[config.mk]
export PLATFORM = sky130hd
export DESIGN_NAME = contador_tiempo
export DESIGN_NICKNAME = d
export VERILOG_FILES = /design/src/rtl/reloj_pkg.sv /design/src/rtl/bcd_mod_counter.sv /design/src/rtl/contador_tiempo.sv
export SDC_FILE = /design/constraint.sdc
export NUM_CORES = 1
export LEC_CHECK = 0
export BUFFER_PORTS_ARGS = -buffer_cell sky130_fd_sc_hd__buf_4
export CORE_ASPECT_RATIO = 1.1
export CORE_MARGIN = 2
export CORE_UTILIZATION = 45
export CTS_CLUSTER_SIZE = 12
export DETAILED_ROUTE_END_ITERATION = 12
export PLACE_DENSITY = 0.68
export SKIP_CTS_REPAIR_TIMING = 1
export SLEW_MARGIN = 20
export SYNTH_ARGS = -nofsm -noshare
export SYNTH_HDL_FRONTEND = slang
export SYNTH_SLANG_ARGS = --single-unit
[constraint.sdc]
create_clock -name clk -period 3.9 [get_ports clk]
set_input_delay 0.39 -clock clk [delete_from_list [all_inputs] [get_ports clk]]
set_output_delay 0.39 -clock clk [all_outputs]
set_load 0.02 [all_outputs]
[src/rtl/reloj_pkg.sv]
// Shared types and constants for the hh:mm:ss timekeeping core.
// BCD helpers are constant-evaluable so counters can derive their wrap value.
package reloj_pkg;

  typedef enum logic [1:0] {
    MODE_RUN   = 2'd0,
    MODE_SET_H = 2'd1,
    MODE_SET_M = 2'd2
  } mode_t;

  typedef struct packed {
    logic [3:0] tens;
    logic [3:0] units;
  } bcd2_t;

  localparam int HOURS_MOD_DEF   = 24;
  localparam int MINUTES_MOD_DEF = 60;
  localparam int SECONDS_MOD_DEF = 60;

  function automatic bcd2_t to_bcd2(input int n);
    bcd2_t r;
    r.tens  = 4'(n / 10);
    r.units = 4'(n % 10);
    return r;
  endfunction

  // Plain two-digit BCD increment; modulus wrap is handled by the caller.
  function automatic bcd2_t bcd2_inc(input bcd2_t v);
    bcd2_t r;
    if (v.units == 4'd9) begin
      r.tens  = v.tens + 4'd1;
      r.units = 4'd0;
    end else begin
      r.tens  = v.tens;
      r.units = v.units + 4'd1;
    end
    return r;
  endfunction

endpackage

[src/rtl/bcd_mod_counter.sv]
// Two-digit BCD counter counting 0..MOD-1 with synchronous clear.
// wrap is combinational and flags the increment that returns the field to 00.
module bcd_mod_counter
  import reloj_pkg::*;
#(
  parameter int MOD = 60
) (
  input  logic  clk,
  input  logic  reset,
  input  logic  clr,
  input  logic  inc,
  output bcd2_t value,
  output logic  wrap
);

  localparam bcd2_t LAST = to_bcd2(MOD - 1);

  // Compare both digits so reduced moduli (e.g. 7, 13) wrap correctly.
  assign wrap = inc && (value == LAST);

  always_ff @(posedge clk or negedge reset) begin
    if (!reset) begin
      value <= '0;
    end else if (clr) begin
      value <= '0;
    end else if (inc) begin
      value <= wrap ? bcd2_t'('0) : bcd2_inc(value);
    end
  end

endmodule

[src/rtl/contador_tiempo.sv]
// hh:mm:ss timekeeping core: mode FSM (RUN/SET_H/SET_M) steering the
// increment and clear strobes of three BCD modulus counters.
module contador_tiempo
  import reloj_pkg::*;
#(
  parameter int HOURS_MOD   = HOURS_MOD_DEF,
  parameter int MINUTES_MOD = MINUTES_MOD_DEF,
  parameter int SECONDS_MOD = SECONDS_MOD_DEF
) (
  input  logic       clk,
  input  logic       reset,
  input  logic       enable,
  input  logic       btn_mode,
  input  logic       btn_inc,
  output logic [3:0] hour_tens,
  output logic [3:0] hour_units,
  output logic [3:0] min_tens,
  output logic [3:0] min_units,
  output logic [3:0] sec_tens,
  output logic [3:0] sec_units,
  output logic [1:0] mode
);

  // All inputs are single-cycle strobes with no handshake: each cycle a
  // strobe is sampled high counts as one event; upstream owns edge detection.

  mode_t mode_q;

  bcd2_t hours, minutes, seconds;
  logic  sec_inc, min_inc, hour_inc, sec_clr;
  logic  sec_wrap, min_wrap, unused_hour_wrap;
  logic  in_run, in_set_h, in_set_m, set_inc;

  assign in_run   = (mode_q == MODE_RUN);
  assign in_set_h = (mode_q == MODE_SET_H);
  assign in_set_m = (mode_q == MODE_SET_M);

  // A mode change always wins: it swallows both the tick and the button.
  assign set_inc  = btn_inc && !btn_mode;
  assign sec_inc  = in_run && enable && !btn_mode;
  assign sec_clr  = in_run && btn_mode;
  assign min_inc  = (in_run && sec_wrap) || (in_set_m && set_inc);
  assign hour_inc = (in_run && sec_wrap && min_wrap) || (in_set_h && set_inc);

  always_ff @(posedge clk or negedge reset) begin
    if (!reset) begin
      mode_q <= MODE_RUN;
    end else begin
      case (mode_q)
        MODE_RUN:   if (btn_mode) mode_q <= MODE_SET_H;
        MODE_SET_H: if (btn_mode) mode_q <= MODE_SET_M;
        MODE_SET_M: if (btn_mode) mode_q <= MODE_RUN;
        default:    mode_q <= MODE_RUN;
      endcase
    end
  end

  bcd_mod_counter #(.MOD(SECONDS_MOD)) u_sec (
    .clk   (clk),
    .reset (reset),
    .clr   (sec_clr),
    .inc   (sec_inc),
    .value (seconds),
    .wrap  (sec_wrap)
  );

  bcd_mod_counter #(.MOD(MINUTES_MOD)) u_min (
    .clk   (clk),
    .reset (reset),
    .clr   (1'b0),
    .inc   (min_inc),
    .value (minutes),
    .wrap  (min_wrap)
  );

  // Hours have no downstream field, so their wrap is not consumed.
  bcd_mod_counter #(.MOD(HOURS_MOD)) u_hour (
    .clk   (clk),
    .reset (reset),
    .clr   (1'b0),
    .inc   (hour_inc),
    .value (hours),
    .wrap  (unused_hour_wrap)
  );

  assign hour_tens  = hours.tens;
  assign hour_units = hours.units;
  assign min_tens   = minutes.tens;
  assign min_units  = minutes.units;
  assign sec_tens   = seconds.tens;
  assign sec_units  = seconds.units;
  assign mode       = mode_q;

endmodule

==> results.cfg <==
[drt]
wirelength_mm = 3.07
dr.pass1.iters = 4
vias = 1248
wl_per_cell_microns = 13.8
drc_errors = 0
drtAntennaViolNets = 0
viasPerCell = 5.62
drt_iter0_markers = 78

[synth]
synth_edf_count = 0
synthCells = 156
synthArstFlopShare_pct = 100
synth_seq_area_share_pct = 43.4
ys_ff_latch = 26
ys_types = 37
syn_area_sq_um = 1500
synth_ff_type = dfrtp_1
yosysWarnings = 0
syn_area_per_cell_sq_um = 9.61
syn-num-nets = 173

[clocking]
root_buffer = clkbuf_4
clk_latency_ns = 0.32
cts.sinks = 26
clockBufferDepth = 2
cts_tree = yes
h-tree-depth = 1
clk_pin_slew_ns = 0.15
numCtsBuffers = 3

[timing]
hold_viol = 0
rsz0062_at_grt = no
fin_setup_tns_ns = 0
slew_headroom_pct = 51.4
finalClockSkew_ns = 0.0106
min_period_ns = 2.27
finalCritPeriodShare_pct = 58.1
setup_violations = 0
fmax_ghz = 0.441
worstMarginPinSlew_ns = 0.725
slew_violations = 0

[floorplanning]
coreArea_sq_um = 3100
die_y_microns = 64.5
row_count = 21
io_pins = 31
die_width_microns = 59.0
die_area_sq_um = 3810
start_util_pct = 48.3

[cells_and_area]
final_common_cell = buf_4
fin_nets = 206
mostFrequentLayoutCells = buf_4, dfrtp_1, nand2_1
area_growth_pct = 19.7
n_antenna_cell = 0
layout-drive-gt1-share_pct = 21.8

[setup_path]
crit_type = register to register
rr_worst_depth = 7
required_ns = 4.16
worstSetupEndpointType = register
rrSetupSlack_ns = 1.63
crit_chain = inv_1, ha_1, nand3b_1, nor3_1, a41oi_2, or4b_1, nand3_1
reg2reg_from = u_min.value[5]
cpPeakStageDelay_ns = 0.61
arrival_ns = 2.52
startpoint_type = register
path_max_fanout = 13
r2r-end = u_hour.value[3]
crit_slowest_cell = or4b_1

[min_path]
min_to = mode[1]
hold_depth = 3
hold_start = btn_mode
hp-class = input port to register

[global_route]
grt.overflow.total = 0
grt_pass1_vias = 1206
grt.total_usage_pct = 18.3
antenna_found_initial = 0
grt_first_pass_wirelength_mm = 5.43
grt_max_degree = 27

[power_and_ir_drop]
max-vdd-ir-drop_mv = 0.269
power_mw = 0.899
leakage_nw = 0.842
p_per_area_nw_per_um2 = 501

[run]
drv_cap = 0

[placement]
hpwlAfterDp_mm = 2.32
portBuffers = 30
place.gp.congestion = 0.775

[outcome]
status = finished clean
-- metal layers --
| layer | global-route usage (%) | share of wire, % | vias up |
|---|---|---|---|
| li1 | - | - | 615 |
| met3 | 2.99 | 4.1 | 2 |
| met4 | 3.41 | 0.69 | 0 |
| met2 | 29.9 | 48 | 29 |
| met5 | 0 | 0 | - |
| met1 | 25.6 | 47 | 602 |
-- registers in the layout (all words and copies together) (netlist names) --
signal        flops
u_sec.value       8
u_hour.value      8
u_min.value       8
mode              2
-- Yosys cell counts (all sizes together) (3+ instances only) --
cell type	count	area share (%)
nand3	5	1.7
o31ai	3	1.5
nand2b	7	3.4
nor3	6	2.0
dfrtp	26	43
nor2	12	3.0
o21ai	20	6.7
nand2	20	5.2
inv	10	2.5
a21oi	7	2.3
ha	12	10
-- report_power, final --
part           leakage (nW)  total [mW]  switching, mW  internal [mW]
clock                0.0210       0.136         0.0793         0.0570
combinational         0.473       0.341          0.195          0.146
sequential            0.348       0.421         0.0975          0.324
total                 0.842       0.899          0.372          0.527
-- cell type report --
| class | instances | area, sq um |
|---|---|---|
| repair buffers | 31 | 235 |
| well taps | 34 | 42.5 |
| fillers | 288 | 1310 |
| flip-flops and latches | 26 | 651 |
| clock buffers | 4 | 36.3 |
| multi-input cells | 117 | 792 |
| inverters | 10 | 37.5 |
-- per-stage QoR --
stage | instance area [sq um] | util, % | cells | hold slack, ns | setup slack, ns
detailed placement | 1750 | 56.4 | 217 | 0.323 | 1.68
CTS | 1780 | 57.5 | 221 | -0.0390 | 1.64
global route | 1790 | 57.9 | 222 | 0.372 | 1.44
floorplan | 1500 | - | 156 | 0.0944 | 1.96
global placement | 1750 | 56.4 | 217 | 0.318 | 1.82
finish | 1790 | 57.9 | 222 | 0.380 | 1.63
-- kinds of logic (layout without fill, tap and decap cells) --
family | count (synthesis) | after routing | synth area share, %
buffers and inverters | 13 | 45 | 3.76
multiplexers | 1 | 1 | 0.751
AO/OA/AOI/OAI | 36 | 36 | 14.8
XOR/XNOR | 3 | 3 | 1.75
flip-flops | 26 | 26 | 43.4
adder cells (fa/ha/maj) | 12 | 12 | 10.0
AND/OR/NAND/NOR | 65 | 65 | 25.5
-- worst max-delay path by stage --
stage | from | to | slack (ns) | cells after the start
after floorplan | u_sec.value[1] | u_min.value[2] | 1.96 | 7
after global placement | u_min.value[5] | u_hour.value[3] | 1.82 | 7
after detailed placement | u_min.value[5] | u_hour.value[3] | 1.68 | 7
after CTS | u_min.value[5] | u_hour.value[3] | 1.64 | 7
after global routing | u_min.value[5] | u_hour.value[3] | 1.44 | 7
final | u_min.value[5] | u_hour.value[3] | 1.63 | 7
-- worst max-delay path, delay by kind of cell (launching register included) --
| kind | cells | cell delay (ns) |
|---|---|---|
| buffers and inverters | 1 | 0.07 |
| and+or+nand+nor | 4 | 1.12 |
| adders and majority gates | 1 | 0.19 |
| AOI/OAI and AO/OA | 1 | 0.36 |
| DFF | 1 | 0.45 |
Note: power is estimated with default switching activity, not from simulation.
